`config.mk`:
```
export PLATFORM = sky130hd
export DESIGN_NAME = cache_arbiter
export DESIGN_NICKNAME = d
export VERILOG_FILES = /design/src/rtl/rv32i_types.sv /design/src/rtl/sat_counter.sv /design/src/rtl/cache_arbiter.sv
export SDC_FILE = /design/constraint.sdc
export NUM_CORES = 1
export LEC_CHECK = 0
export BUFFER_PORTS_ARGS = -buffer_cell sky130_fd_sc_hd__buf_2
export CORE_AREA = 4 4 551 553
export CTS_CLUSTER_DIAMETER = 50
export CTS_CLUSTER_SIZE = 24
export DETAILED_ROUTE_END_ITERATION = 7
export DIE_AREA = 0 0 555 557
export SYNTH_ARGS = -nofsm -noshare
export SYNTH_HDL_FRONTEND = slang
export SYNTH_SLANG_ARGS = --single-unit
export TNS_END_PERCENT = 50
```
`constraint.sdc`:
```
create_clock -name clk -period 2.01 [get_ports clk]
set_input_delay 0.402 -clock clk [delete_from_list [all_inputs] [get_ports clk]]
set_output_delay 0.402 -clock clk [all_outputs]
set_load 0.005 [all_outputs]
```
`src/rtl/rv32i_types.sv`:
```
// Shared type definitions for the cache-side memory subsystem.
//
// Contents:
//   LINE_W_DEF  - default cache line width in bits
//   arb_state_t - cache_arbiter FSM states (IDLE, SERVE_I, SERVE_D)
//   arb_grant_t - which cache owns the memory port (GRANT_I, GRANT_D)
//   arb_op_t    - memory operation latched at grant time (read or write-back)
package rv32i_types;

  localparam int LINE_W_DEF = 256;

  typedef enum logic [1:0] {
    IDLE    = 2'd0,
    SERVE_I = 2'd1,
    SERVE_D = 2'd2
  } arb_state_t;

  typedef enum logic {
    GRANT_I = 1'b0,
    GRANT_D = 1'b1
  } arb_grant_t;

  typedef enum logic {
    OP_READ  = 1'b0,
    OP_WRITE = 1'b1
  } arb_op_t;

endpackage

```
`src/rtl/sat_counter.sv`:
```
// Saturating up-counter for performance-counter style event counting.
//
// Ports:
//   clk   - rising-edge clock
//   rst_n - asynchronous active-low reset, clears the count
//   inc   - count one event this cycle
//   count - current count; sticks at all-ones instead of wrapping
module sat_counter #(
  parameter int W = 32
) (
  input  logic         clk,
  input  logic         rst_n,
  input  logic         inc,
  output logic [W-1:0] count
);

  logic [W-1:0] r_count;
  logic         w_full;

  // Once every bit is set the counter stops, so a long-running event never
  // wraps back to a misleadingly small value.
  assign w_full = &r_count;

  always_ff @(posedge clk or negedge rst_n) begin
    if (!rst_n) begin
      r_count <= '0;
    end else if (inc && !w_full) begin
      r_count <= r_count + 1'b1;
    end
  end

  assign count = r_count;

endmodule

```
`src/rtl/cache_arbiter.sv`:
```
// Two-to-one arbiter sharing the single memory (L2/burst) port between the
// instruction cache and the data cache.  One transaction is in flight at a
// time; under contention the grant alternates so neither cache starves.
//
// Ports:
//   clk, rst_n        - clock and asynchronous active-low reset
//   i_read/i_address  - I-cache line-read request (held until i_resp)
//   i_rdata/i_resp    - line data and one-cycle completion pulse to I-cache
//   d_read/d_write    - D-cache line-read / write-back request (held until d_resp)
//   d_address/d_wdata - D-cache line address and write-back data
//   d_rdata/d_resp    - line data and one-cycle completion pulse to D-cache
//   mem_read/mem_write/mem_address/mem_wdata - memory command, driven from
//                       registers only (no combinational path from caches)
//   mem_rdata/mem_resp - memory read data and one-cycle completion
//   contention_cnt    - saturating count of IDLE cycles with both caches pending
module cache_arbiter
  import rv32i_types::*;
#(
  parameter int ADDR_W = 32,
  parameter int LINE_W = LINE_W_DEF,
  parameter int CNT_W  = 32
) (
  input  logic              clk,
  input  logic              rst_n,
  input  logic              i_read,
  input  logic [ADDR_W-1:0] i_address,
  output logic [LINE_W-1:0] i_rdata,
  output logic              i_resp,
  input  logic              d_read,
  input  logic              d_write,
  input  logic [ADDR_W-1:0] d_address,
  input  logic [LINE_W-1:0] d_wdata,
  output logic [LINE_W-1:0] d_rdata,
  output logic              d_resp,
  output logic              mem_read,
  output logic              mem_write,
  output logic [ADDR_W-1:0] mem_address,
  output logic [LINE_W-1:0] mem_wdata,
  input  logic [LINE_W-1:0] mem_rdata,
  input  logic              mem_resp,
  output logic [CNT_W-1:0]  contention_cnt
);

  arb_state_t        r_state;
  arb_grant_t        r_last_grant;
  arb_op_t           r_op;
  logic [ADDR_W-1:0] r_addr;
  logic [LINE_W-1:0] r_wdata;
  logic              r_mem_read;
  logic              r_mem_write;

  logic w_i_req;
  logic w_d_req;
  logic w_grant_i;
  logic w_contend;

  assign w_i_req = i_read;
  assign w_d_req = d_read | d_write;

  // I wins only if it is alone or D had the previous grant; otherwise D goes.
  // With last_grant reset to I, the first tie goes to D.
  assign w_grant_i = w_i_req && (!w_d_req || (r_last_grant == GRANT_D));

  assign w_contend = (r_state == IDLE) && w_i_req && w_d_req;

  // Main FSM.  The memory command flags are registered alongside the state
  // so the memory port never sees a combinational path from the cache
  // request inputs, and an asynchronous reset drops them immediately.
  always_ff @(posedge clk or negedge rst_n) begin
    if (!rst_n) begin
      r_state      <= IDLE;
      r_last_grant <= GRANT_I;
      r_op         <= OP_READ;
      r_addr       <= '0;
      r_wdata      <= '0;
      r_mem_read   <= 1'b0;
      r_mem_write  <= 1'b0;
    end else begin
      case (r_state)
        IDLE: begin
          if (w_grant_i) begin
            r_state      <= SERVE_I;
            r_last_grant <= GRANT_I;
            r_op         <= OP_READ;
            r_addr       <= i_address;
            r_mem_read   <= 1'b1;
            r_mem_write  <= 1'b0;
          end else if (w_d_req) begin
            r_state      <= SERVE_D;
            r_last_grant <= GRANT_D;
            r_addr       <= d_address;
            // A write-back takes priority over a read raised alongside it.
            if (d_write) begin
              r_op        <= OP_WRITE;
              r_wdata     <= d_wdata;
              r_mem_read  <= 1'b0;
              r_mem_write <= 1'b1;
            end else begin
              r_op        <= OP_READ;
              r_mem_read  <= 1'b1;
              r_mem_write <= 1'b0;
            end
          end
        end
        SERVE_I, SERVE_D: begin
          // Always pass back through IDLE so the other side gets a chance.
          if (mem_resp) begin
            r_state     <= IDLE;
            r_mem_read  <= 1'b0;
            r_mem_write <= 1'b0;
          end
        end
        default: begin
          r_state     <= IDLE;
          r_mem_read  <= 1'b0;
          r_mem_write <= 1'b0;
        end
      endcase
    end
  end

  assign mem_read    = r_mem_read;
  assign mem_write   = r_mem_write;
  assign mem_address = r_addr;
  assign mem_wdata   = r_wdata;

  // Completion is forwarded combinationally so the cache sees it in the same
  // cycle as memory; a mem_resp arriving in IDLE matches neither state.
  assign i_resp = (r_state == SERVE_I) && mem_resp;
  assign d_resp = (r_state == SERVE_D) && mem_resp;

  // Both caches see the raw read data; each qualifies it with its own resp.
  assign i_rdata = mem_rdata;
  assign d_rdata = mem_rdata;

  sat_counter #(
    .W(CNT_W)
  ) u_contention_cnt (
    .clk   (clk),
    .rst_n (rst_n),
    .inc   (w_contend),
    .count (contention_cnt)
  );

endmodule
```
==> run summary, run 1 <==
Status
• finished, violations left — result of the run
• setup timing — violated checks

Power and ir drop
• 1420 mW/mm^2 — total power per unit cell area
• 10.7 nW — total leakage power
• 0.668 mV — worst ir drop on vdd

Setup path
• 18 — biggest fanout along the worst timing path
• r_state[1]$_DFFE_PN0P_ — source of the worst register-to-register timing path
• 2.52 ns — Req. time, crit path
• flip-flop — startpoint type of the worst setup path
• 8 — depth of the worst register-to-register path
• flip-flop — Setup crit end kind
• flip-flop to flip-flop — type of the setup path with the least slack
• -0.04 ns — slack of the worst reg-to-reg path
• 2.56 ns — Worst Path Arrival
• mem_wdata[2]$_DFFE_PN0P_ — capture instance of the worst register-to-register path

Yosys
• 48.9% — register area share after synthesis
• 46 — Synth cell types
• 12.1 sq um — synthesized area per cell
• 0 — Synth warnings
• 325 — FF+latch count, synth
• 1,377 — Cells after Synth
• 1,963 — number of nets produced by synthesis
• 100% — share of flip-flops with an asynchronous set or reset
• dfrtp_1 — Primary FF master, synth
• 0.0166 sq mm — total standard cell area after synthesis
• 0 — number of enable-type register cells in the synthesized netlist

Clock network
• 47 — clock buffer count from CTS
• 3 — maximum clock path buffer count
• 0.06 ns — CTS clk-pin slew, worst paths
• yes — CTS tree
• clkbuf_16 — cell at the root of the clock tree
• 2 — H-tree depth
• 325 — number of sinks on the clock net
• 0.68 ns — latest clock arrival within the worst-skew pair

Die
• 1,418 — # IOs
• 5.57% — Starting Density
• 0.309 sq mm — area enclosed by the die boundary
• 555 um — die outline width
• 0.299 sq mm — area of the core
• 201 — number of cell rows
• 557 um — Die Height

STA
• 0.636 ns — Worst Max-Slew Pin Slew
• 487 MHz — highest attainable clock frequency
• 57.6% — headroom to the max-slew limit
• true — setup repair after global routing missed its margin
• 2.05 ns — final worst path period need
• 102% — share of the clock period used by the worst path
• -0.0417 ns — min setup slack post-route
• 0 — Final Max Slew Viols
• 0 — hold violation total from the final report
• 111 — Setup violations, final
• 0.0547 ns — clk_skew

Finish
• buf_2 — most frequent standard cell in the layout excluding fill and tap cells
• 2,454 — post-layout net count
• 34,700 — final-layout fill cell count
• 57.6% — synthesis-to-layout area growth
• buf_2 (646), dfrtp_1 (324), dlygate4sd3_1 (269), mux2_2 (257), nand2_1 (54) — top library cells by usage in the layout, fill and taps aside
• 8.78% — final core utilization
• 5,868 — final standard cell count with taps included and fillers excluded
• 57.6% — layout cells sized above 1

Routing
• 167,000 um — total detailed-routing wirelength
• 28.4 um — post-DR wirelength/cell
• 0 — antenna-violating nets left
• 0 — DRC viols
• 645 — number of DRC markers after the initial detailed-route iteration
• 2.20 — average via count per standard cell
• 12,900 — via count
• 5 — number of detailed-route iterations in the first pass

Placed design
• 649 — IO buf count
• 0.812 — RePlAce Congestion
• 5,492 — Placed Cells incl. Taps
• 151,000 um — dpl hpwl

Worst hold path
• d_wdata[175] — min-delay src
• input pin to flip-flop — Hold Path Class
• 2 — Hold Path Cell Cnt
• mem_wdata[175]$_DFFE_PN0P_ — endpoint of the worst hold-timing path

Global routing
• 0 — total global routing overflow
• 10.3% — GRT Overall Usage
• 87 — antenna violations before repair
• 53 — largest net degree at the start of global routing
• 196,000 um — first-pass GRT wire length
• 13,900 — number of global-route vias before repair

Run
• 0 — maxcap violations

report_power, final:
part           internal (W)  switching [W]
sequential          0.00967        0.00187
combinational       0.00634         0.0106
clock               0.00512        0.00375
worst max-delay path by stage:
stage / from / to / slack, ns
after floorplan: r_state[0]$_DFFE_PN0P_ / u_contention_cnt.count[24]$_DFFE_PN0P_ / 0.03
final: r_state[1]$_DFFE_PN0P_ / mem_wdata[2]$_DFFE_PN0P_ / -0.04
after global placement: r_state[0]$_DFFE_PN0P_ / mem_wdata[8]$_DFFE_PN0P_ / -0.14
after global routing: r_state[1]$_DFFE_PN0P_ / u_contention_cnt.count[31]$_DFFE_PN0P_ / -0.16
after detailed placement: r_state[0]$_DFFE_PN0P_ / mem_wdata[84]$_DFFE_PN0P_ / -0.11
after CTS: r_state[1]$_DFFE_PN0P_ / i_resp / -0.09
registers in the layout (all words and copies together), names as in the netlist:
signal                  cells
r_last_grant                1
mem_read                    1
r_state                     2
mem_wdata                 256
mem_write                   1
mem_address                32
u_contention_cnt.count     32
logic make-up (layout without fill, tap and decap cells):
kind of cell,after synthesis,in the layout,synth area share [%]
simple gates,122,122,3.95
fa+ha+maj,4,4,0.301
compound gates,50,50,1.73
buf+inv,559,1085,24.4
other cells,0,7,0
xor+xnor,27,27,1.42
mux,290,290,19.4
flops,325,325,48.9
stage by stage:
step / hold WS, ns / setup WS, ns / TNS [ns] / total power [W] / instance area (sq um)
2_1_floorplan: 0.106 / 0.0304 / 0 / 0.0169 / 16700
3_3_place_gp: 0.426 / -0.136 / -22.19 / 0.0278 / 21500
3_5_place_dp: 0.435 / -0.114 / -14.21 / 0.0280 / 21500
4_1_cts: 0.00659 / -0.0934 / -7.96 / 0.0380 / 26000
5_1_grt: 0.0557 / -0.157 / -16.51 / 0.0401 / 26200
6_report: 0.0876 / -0.0417 / -1.52 / 0.0374 / 26200
what timing repair did:
action / in CTS / in global routing
pin swaps: 1 / 7
cloned: 0 / 2
setup endpoints to repair: 245 / 275
buffers inserted: 2 / 12
hold buffers: 269 / 0
gates resized for setup: 20 / 17
endpoints found under the hold margin: 288 / 0
Yosys cell counts, types with 7 or more instances:
cell	count	area, sq um
nor2_1	10	37.5
buf_2	28	140
buf_4	512	3840
dfrtp_1	325	8130
nand2_1	54	203
o21ai_0	36	180
inv_1	7	26.3
nor3_1	11	55.1
nand3_1	9	45.0
mux2_2	257	2890
clkbuf_1	12	45.0
xor2_1	21	184
mux2i_1	32	320
final cells by class:
| class | instances | area (sq um) | share of cell area [%] |
|---|---|---|---|
| inverters | 7 | 26.3 | 0.100 |
| flip-flops and latches | 325 | 8130 | 31.0 |
| diodes | 7 | 17.5 | 0.0668 |
| multi-input cells | 493 | 4610 | 17.6 |
| clock inverters | 29 | 394 | 1.50 |
| clock buffers | 55 | 1260 | 4.79 |
| well taps | 3958 | 4950 | 18.9 |
| repair buffers | 994 | 6830 | 26.0 |
critical path, cell delays in order, from the launching register on:
cell and delay [ns]:
dfrtp_1 0.40, inv_2 0.08, ha_2 0.22, nand2_1 0.11, a21oi_4 0.18, buf_12 0.20
buf_12 0.16, buf_16 0.16, mux2_2 0.35
routing by layer:
layer,wire length [um],share of wire [%],GRT usage [%]
met3,45000,27,12.8
met2,68700,41,15.0
met1,44200,27,7.96
met4,8690,5.2,4.33
met5,70,0.042,0.216
Note: power is estimated with default switching activity, not from simulation.
==> run 2: changes to the inputs <==
--- a/config.mk
+++ b/config.mk
@@ -6,11 +6,12 @@
 export NUM_CORES = 1
 export LEC_CHECK = 0
 export BUFFER_PORTS_ARGS = -buffer_cell sky130_fd_sc_hd__buf_2
-export CORE_AREA = 4 4 551 553
+export CORE_AREA = 2 2 557 559
+export CTS_BUF_LIST = sky130_fd_sc_hd__clkbuf_8
 export CTS_CLUSTER_DIAMETER = 50
 export CTS_CLUSTER_SIZE = 24
 export DETAILED_ROUTE_END_ITERATION = 7
-export DIE_AREA = 0 0 555 557
+export DIE_AREA = 0 0 559 561
 export SYNTH_ARGS = -nofsm -noshare
 export SYNTH_HDL_FRONTEND = slang
 export SYNTH_SLANG_ARGS = --single-unit
==> constraint.sdc (replaced) <==
create_clock -name clk -period 1.7 [get_ports clk]
set_input_delay 0.34 -clock clk [delete_from_list [all_inputs] [get_ports clk]]
set_output_delay 0.34 -clock clk [all_outputs]
set_load 0.005 [all_outputs]
==> run summary, run 2 (synthesis results as in run 1) <==
Clock network
• 325 — number of sinks on the clock net, unchanged
• 0.08 ns — CTS clk-pin slew, worst paths, +0.02 ns
• 58 — clock buffer count from CTS, +23%
• 2 — H-tree depth, unchanged
• yes — CTS tree
• 3 — maximum clock path buffer count, unchanged
• 0.83 ns — latest clock arrival within the worst-skew pair, +0.15 ns
• clkbuf_8 — cell at the root of the clock tree

Run
• 0 — maxcap violations, unchanged

Setup path
• 2.84 ns — Worst Path Arrival, +0.28 ns
• -0.43 ns — slack of the worst reg-to-reg path, -0.39 ns
• flip-flop to flip-flop — type of the setup path with the least slack
• u_contention_cnt.count[17]$_DFFE_PN0P_ — capture instance of the worst register-to-register path
• 2.40 ns — Req. time, crit path, -0.12 ns
• 4 — biggest fanout along the worst timing path, -14
• flip-flop — startpoint type of the worst setup path
• 10 — depth of the worst register-to-register path, +2
• r_state[0]$_DFFE_PN0P_ — source of the worst register-to-register timing path
• flip-flop — Setup crit end kind

Routing
• 14,200 — via count, +9.7%
• 37,900 um — routed length on met3, -16%
• 2.24 — average via count per standard cell, +1.5%
• met5 — uppermost signal routing layer after detailed routing
• 455 — number of DRC markers after the initial detailed-route iteration, -29%
• 0 — antenna-violating nets left, unchanged
• 51,900 um — M1 wire length, +17%
• 168,000 um — total detailed-routing wirelength, +0.94%
• 26.5 um — post-DR wirelength/cell, -6.6%
• 0 — DRC viols, unchanged
• 4 — number of detailed-route iterations in the first pass, -1
• 69,000 um — detailed-routed wire length on met2, +0.47%

Die
• 559 um — die outline width, +0.72%
• 1,418 — # IOs, unchanged
• 5.41% — Starting Density, -0.16 points
• 0.314 sq mm — area enclosed by the die boundary, +1.4%
• 204 — number of cell rows, +1.5%
• 561 um — Die Height, +0.72%
• 0.308 sq mm — area of the core, +2.9%

Finish
• 10.3% — final core utilization, +1.5 points
• buf_2 (461), dlygate4sd3_1 (325), dfrtp_1 (325), mux2_4 (257), buf_6 (231) — top library cells by usage in the layout, fill and taps aside
• 35,000 — final-layout fill cell count, +1.0%
• 256 — number of flip-flops under the largest register name, unchanged
• 2,741 — post-layout net count, +12%
• buf_2 — most frequent standard cell in the layout excluding fill and tap cells
• 62.4% — layout cells sized above 1, +4.7 points
• 0.00590 sq mm — multi-input gate area in the final layout, +28%
• 0.00813 sq mm — total area of sequential cells, about the same
• 90.0% — synthesis-to-layout area growth

STA
• 469 MHz — highest attainable clock frequency, -3.9%
• 0 — hold violation total from the final report, unchanged
• 126% — share of the clock period used by the worst path, +23 points
• 2.13 ns — final worst path period need, +0.0827 ns
• -0.434 ns — min setup slack post-route, -0.393 ns
• 502 — Setup violations, final, +350%
• true — setup repair after global routing missed its margin
• 0.172 ns — worst hold-check slack, +0.0847 ns
• 45.3% — headroom to the max-slew limit, -12 points
• 0.818 ns — Worst Max-Slew Pin Slew, +0.182 ns
• 0.0508 ns — clk_skew, -0.00387 ns
• 0 — Final Max Slew Viols, unchanged

Global routing
• 10.3% — GRT Overall Usage, +0.041 points
• 62 — largest net degree at the start of global routing, +17%
• 14,600 — number of global-route vias before repair, +5.3%
• 0 — total global routing overflow, unchanged
• 160 — antenna violations before repair, +84%
• 199,000 um — first-pass GRT wire length, +1.7%

Power and ir drop
• 0.0196 W — net switching component of the power, +21%
• 13.5 nW — total leakage power, +27%
• 0.0506 W — overall power consumption, +35%
• 38.7% — proportion of total power due to net switching, -4.7 points
• 18.0% — clock share of power, -5.7 points
• 0.661 mV — worst ir drop on vdd, -1.0%
• 0.0310 W — cell-internal power, +47%
• 27.5% — Sequential Power Share, -3.4 points
• 1600 mW/mm^2 — total power per unit cell area, +12%
• 54.5% — proportion of power drawn by combinational gates, +9.1 points

Status
• setup timing — violated checks
• finished, violations left — result of the run

Placed design
• 649 — IO buf count, unchanged
• 146,000 um — dpl hpwl, -3.3%
• 0.757 — RePlAce Congestion, -6.8%

Worst hold path
• input pin to asynchronous set/reset pin — Hold Path Class

## run 2: repair_timing
action | in CTS | in global routing
hold buffers | 325 | 0
setup buffers | 136 | 50
setup endpoints to repair | 612 | 645
gates resized for setup | 539 | 324
gates cloned | 22 | 2
pin swaps | 16 | 34
endpoints found under the hold margin | 617 | 0
## run 2: power by group through the flow
stage,logic [W],registers (W),clock network (W)
after detailed placement,0.0187,0.0134,0
after floorplan,0.00658,0.0136,0
after global placement,0.0186,0.0132,0
final,0.0276,0.0139,0.00910
after global routing,0.0303,0.0144,0.00985
after CTS,0.0265,0.0137,0.00966
## run 2: per-stage QoR
step / setup TNS, ns / cells / instance area (sq um) / setup slack, ns
2_1_floorplan: -5.65 / 1377 / 16700 / -0.255
3_3_place_gp: -43.85 / 5706 / 22100 / -0.324
3_5_place_dp: -46.62 / 5706 / 22100 / -0.332
4_1_cts: -178.94 / 6293 / 30400 / -0.605
5_1_grt: -159.67 / 6336 / 31600 / -0.565
6_report: -95.83 / 6340 / 31600 / -0.434
## run 2: worst max path at each step
stage | start | end | slack [ns] | cells past startpoint
floorplan | u_contention_cnt.count[0]$_DFFE_PN0P_ | u_contention_cnt.count[1]$_DFFE_PN0P_ | -0.26 | 6
global placement | r_state[0]$_DFFE_PN0P_ | u_contention_cnt.count[31]$_DFFE_PN0P_ | -0.32 | 7
detailed placement | r_state[0]$_DFFE_PN0P_ | u_contention_cnt.count[31]$_DFFE_PN0P_ | -0.33 | 7
CTS | r_state[1]$_DFFE_PN0P_ | i_resp | -0.60 | 5
global route | r_state[0]$_DFFE_PN0P_ | i_resp | -0.57 | 4
finish | r_state[0]$_DFFE_PN0P_ | u_contention_cnt.count[17]$_DFFE_PN0P_ | -0.43 | 10
## run 2: metal layers
layer  vias to the layer above  track usage (%)
met4                        18             4.22
met3                       593             10.8
met1                      6425             9.05
met5                         -             2.24
met2                      1463             15.1
li1                       5693                -
## run 2: worst max-delay path, cell delays in order, from the launching register on
cell and delay (ns):
dfrtp_1 0.41, inv_2 0.08, buf_6 0.10, ha_4 0.13
buf_6 0.09, o211ai_4 0.14, nor4_4 0.29, buf_4 0.21
nand2_8 0.08, nor3b_4 0.25, xor2_1 0.21
## run 2: cell type report
type | instances | area share [%]
Timing Repair Buffer | 1269 | 34.8
Clock buffer | 63 | 2.74
Inverter | 7 | 0.0831
Antenna cell | 17 | 0.134
Multi-Input combinational cell | 494 | 18.7
Clock inverter | 45 | 1.59
Tap cell | 4120 | 16.3
Sequential cell | 325 | 25.7
==> run 3: changes to the inputs <==
--- a/config.mk
+++ b/config.mk
@@ -6,12 +6,12 @@
 export NUM_CORES = 1
 export LEC_CHECK = 0
 export BUFFER_PORTS_ARGS = -buffer_cell sky130_fd_sc_hd__buf_2
-export CORE_AREA = 2 2 557 559
-export CTS_BUF_LIST = sky130_fd_sc_hd__clkbuf_8
+export CORE_AREA = 2 2 545 547
+export CTS_BUF_LIST = sky130_fd_sc_hd__clkbuf_4
 export CTS_CLUSTER_DIAMETER = 50
 export CTS_CLUSTER_SIZE = 24
 export DETAILED_ROUTE_END_ITERATION = 7
-export DIE_AREA = 0 0 559 561
+export DIE_AREA = 0 0 547 549
 export SYNTH_ARGS = -nofsm -noshare
 export SYNTH_HDL_FRONTEND = slang
 export SYNTH_SLANG_ARGS = --single-unit
==> constraint.sdc (replaced) <==
create_clock -name clk -period 2.4 [get_ports clk]
set_input_delay 0.48 -clock clk [delete_from_list [all_inputs] [get_ports clk]]
set_output_delay 0.48 -clock clk [all_outputs]
set_load 0.005 [all_outputs]
==> run summary, run 3 (synthesis results as in run 1) <==
STA
• 0 — Final Max Slew Viols, unchanged
• 62.8% — headroom to the max-slew limit, +18 points
• 0.555 ns — Worst Max-Slew Pin Slew, -0.263 ns
• 0.149 ns — worst hold-check slack, -0.0237 ns
• -0.00594 ns — min setup slack post-route, +0.428 ns
• 1 — Setup violations, final, -99.8%
• 416 MHz — highest attainable clock frequency
• 0 — hold violation total from the final report, unchanged
• 100% — share of the clock period used by the worst path
• true — setup repair after global routing missed its margin
• 0.0786 ns — clk_skew, +0.0278 ns
• 2.41 ns — final worst path period need

Finish
• buf_2 (645), dlygate4sd3_1 (328), dfrtp_1 (325), mux2_2 (257), nand2_1 (54) — top library cells by usage in the layout, fill and taps aside
• 8.61% — final core utilization, -1.7 points
• 2,468 — post-layout net count, -10%
• 34,200 — final-layout fill cell count, -2.4%
• 54.7% — layout cells sized above 1, -7.7 points
• buf_2 — most frequent standard cell in the layout excluding fill and tap cells
• 0.00813 sq mm — total area of sequential cells, unchanged
• 52.6% — synthesis-to-layout area growth
• 0.00455 sq mm — multi-input gate area in the final layout, -23%
• 256 — number of flip-flops under the largest register name, unchanged
• 0.0254 sq mm — final non-filler cell area, -20%

Setup path
• flip-flop to output pin — type of the setup path with the least slack
• dfrtp_1 — Slowest cell on crit path
• flip-flops — top cell family by delay on the critical path
• 1.92 ns — Req. time, crit path, -0.48 ns
• flip-flop — startpoint type of the worst setup path
• 1.93 ns — Worst Path Arrival, -0.91 ns
• 2 — Crit path buffers/inverters, -2
• output pin — Setup crit end kind
• inv_2 -> ha_4 -> and2_4 -> buf_8 — critical path cell sequence
• 2 — biggest fanout along the worst timing path, -2
• 0.43 ns — Max stage delay on crit path, +0.02 ns

Status
• finished, violations left — result of the run
• DRC, setup timing — violated checks

Clock network
• 0.14 ns — CTS clk-pin slew, worst paths, +0.06 ns
• 47 — clock buffer count from CTS, -19%
• clkbuf_4 — cell at the root of the clock tree
• 325 — number of sinks on the clock net, unchanged
• 3 — maximum clock path buffer count, unchanged
• 1.02 ns — latest clock arrival within the worst-skew pair, +0.19 ns
• 2 — H-tree depth, unchanged
• yes — CTS tree

Global routing
• 13,900 — number of global-route vias before repair, -5.2%
• 76 — largest net degree at the start of global routing, +23%
• 10.5% — GRT Overall Usage, +0.17 points
• 194,000 um — first-pass GRT wire length, -2.8%
• 107 — antenna violations before repair, -33%
• 0 — total global routing overflow, unchanged

Power and ir drop
• 0.519 mV — worst ir drop on vdd, -21%
• 0.0133 W — net switching component of the power, -32%
• 1110 mW/mm^2 — total power per unit cell area, -31%
• 47.4% — proportion of total power due to net switching, +8.7 points
• 34.1% — Sequential Power Share, +6.6 points
• 50.3% — proportion of power drawn by combinational gates, -4.2 points
• 10.2 nW — total leakage power, -24%
• 0.0148 W — cell-internal power, -52%
• 15.6% — clock share of power, -2.4 points

Die
• 1,418 — # IOs, unchanged
• 549 um — Die Height, -2.1%
• 0.300 sq mm — area enclosed by the die boundary, -4.2%
• 0.295 sq mm — area of the core, -4.1%
• 200 — number of cell rows, -2.0%
• 5.64% — Starting Density, +0.23 points
• 547 um — die outline width, -2.1%

Routing
• 8 — number of detailed-route iterations in the first pass, +4
• 28.0 um — post-DR wirelength/cell, +5.5%
• 1 — DRC viols, +1
• 0 — antenna-violating nets left, unchanged
• 164,000 um — total detailed-routing wirelength, -2.4%
• 2.24 — average via count per standard cell, +0.26%
• 854 — number of DRC markers after the initial detailed-route iteration, +88%
• 13,200 — via count, -7.2%

Placed design
• 0.0211 sq mm — area post-placement, -4.5%
• 0.791 — RePlAce Congestion, +4.5%
• 148,000 um — dpl hpwl, +1.2%
• 649 — IO buf count, unchanged

Run
• 0 — maxcap violations, unchanged

Worst hold path
• input pin to asynchronous set/reset pin — Hold Path Class

-- run 3: cell count changes in the layout (fill, tap and decap cells not counted), moves of 19 or more --
| cell | delta |
|---|---|
| clkbuf_4 | +50 |
| buf_4 | -160 |
| buf_8 | -19 |
| buf_2 | +184 |
| mux2_4 | -257 |
| clkbuf_8 | -63 |
| buf_12 | -21 |
| mux2_2 | +256 |
| buf_6 | -230 |
-- run 3: stage by stage --
step	TNS [ns]	cells	total power, W	worst slack [ns]
global route	-0.332	5867	0.0305	-0.170
floorplan	0	1377	0.0142	0.340
finish	-0.00594	5867	0.0281	-0.00594
global placement	0	5434	0.0231	0.164
CTS	-0.304	5851	0.0287	-0.162
detailed placement	0	5434	0.0233	0.125
-- run 3: layer usage --
metal / wire length [um] / part of all wire (%) / global-route usage [%]
met5: 202 / 0.12 / 0.475
met4: 7530 / 4.6 / 3.82
met3: 48800 / 30 / 14.3
met2: 66300 / 40 / 15.2
met1: 41500 / 25 / 7.65
-- run 3: cell type report --
| cell class | instances | share of cell area, % |
|---|---|---|
| Antenna cell | 9 | 0.0887 |
| Clock buffer | 50 | 1.48 |
| Clock inverter | 36 | 1.60 |
| Inverter | 7 | 0.103 |
| Multi-Input combinational cell | 493 | 17.9 |
| Sequential cell | 325 | 32.0 |
| Tap cell | 3939 | 19.4 |
| Timing Repair Buffer | 1008 | 27.4 |
-- run 3: tightest hold or removal path: stages --
cell and delay (ns):
dlygate4sd3_1 0.57, buf_8 0.24, buf_16 0.24
-- run 3: timing repair --
action / CTS / global route
hold buffers: 329 / 0
setup buffers: 2 / 7
resized for setup: 11 / 9
endpoints found under the hold margin: 625 / 0
pin swaps: 1 / 1
endpoints found under the setup margin: 3 / 78
-- run 3: worst paths after layout --
path	cells after the start	endpoint	startpoint	slack, ns
max in group asynchronous	3	mem_wdata[157]$_DFFE_PN0P_	rst_n	1.80
worst max-delay path	4	i_resp	r_state[1]$_DFFE_PN0P_	-0.006
worst min register to register	2	mem_address[6]$_DFFE_PN0P_	mem_address[6]$_DFFE_PN0P_	0.49
worst max register to register	8	mem_wdata[190]$_DFFE_PN0P_	r_state[1]$_DFFE_PN0P_	0.06
min in group clk	3	mem_wdata[35]$_DFFE_PN0P_	d_wdata[35]	0.22
worst min-delay path	3	mem_address[31]$_DFFE_PN0P_	rst_n	0.15
-- run 3: power groups by stage --
stage / logic [W] / clock network (W) / registers [W]
after floorplan: 0.00453 / 0 / 0.00965
after global placement: 0.0136 / 0 / 0.00948
after detailed placement: 0.0137 / 0 / 0.00962
after CTS: 0.0145 / 0.00466 / 0.00958
after global routing: 0.0157 / 0.00482 / 0.00989
final: 0.0142 / 0.00439 / 0.00959
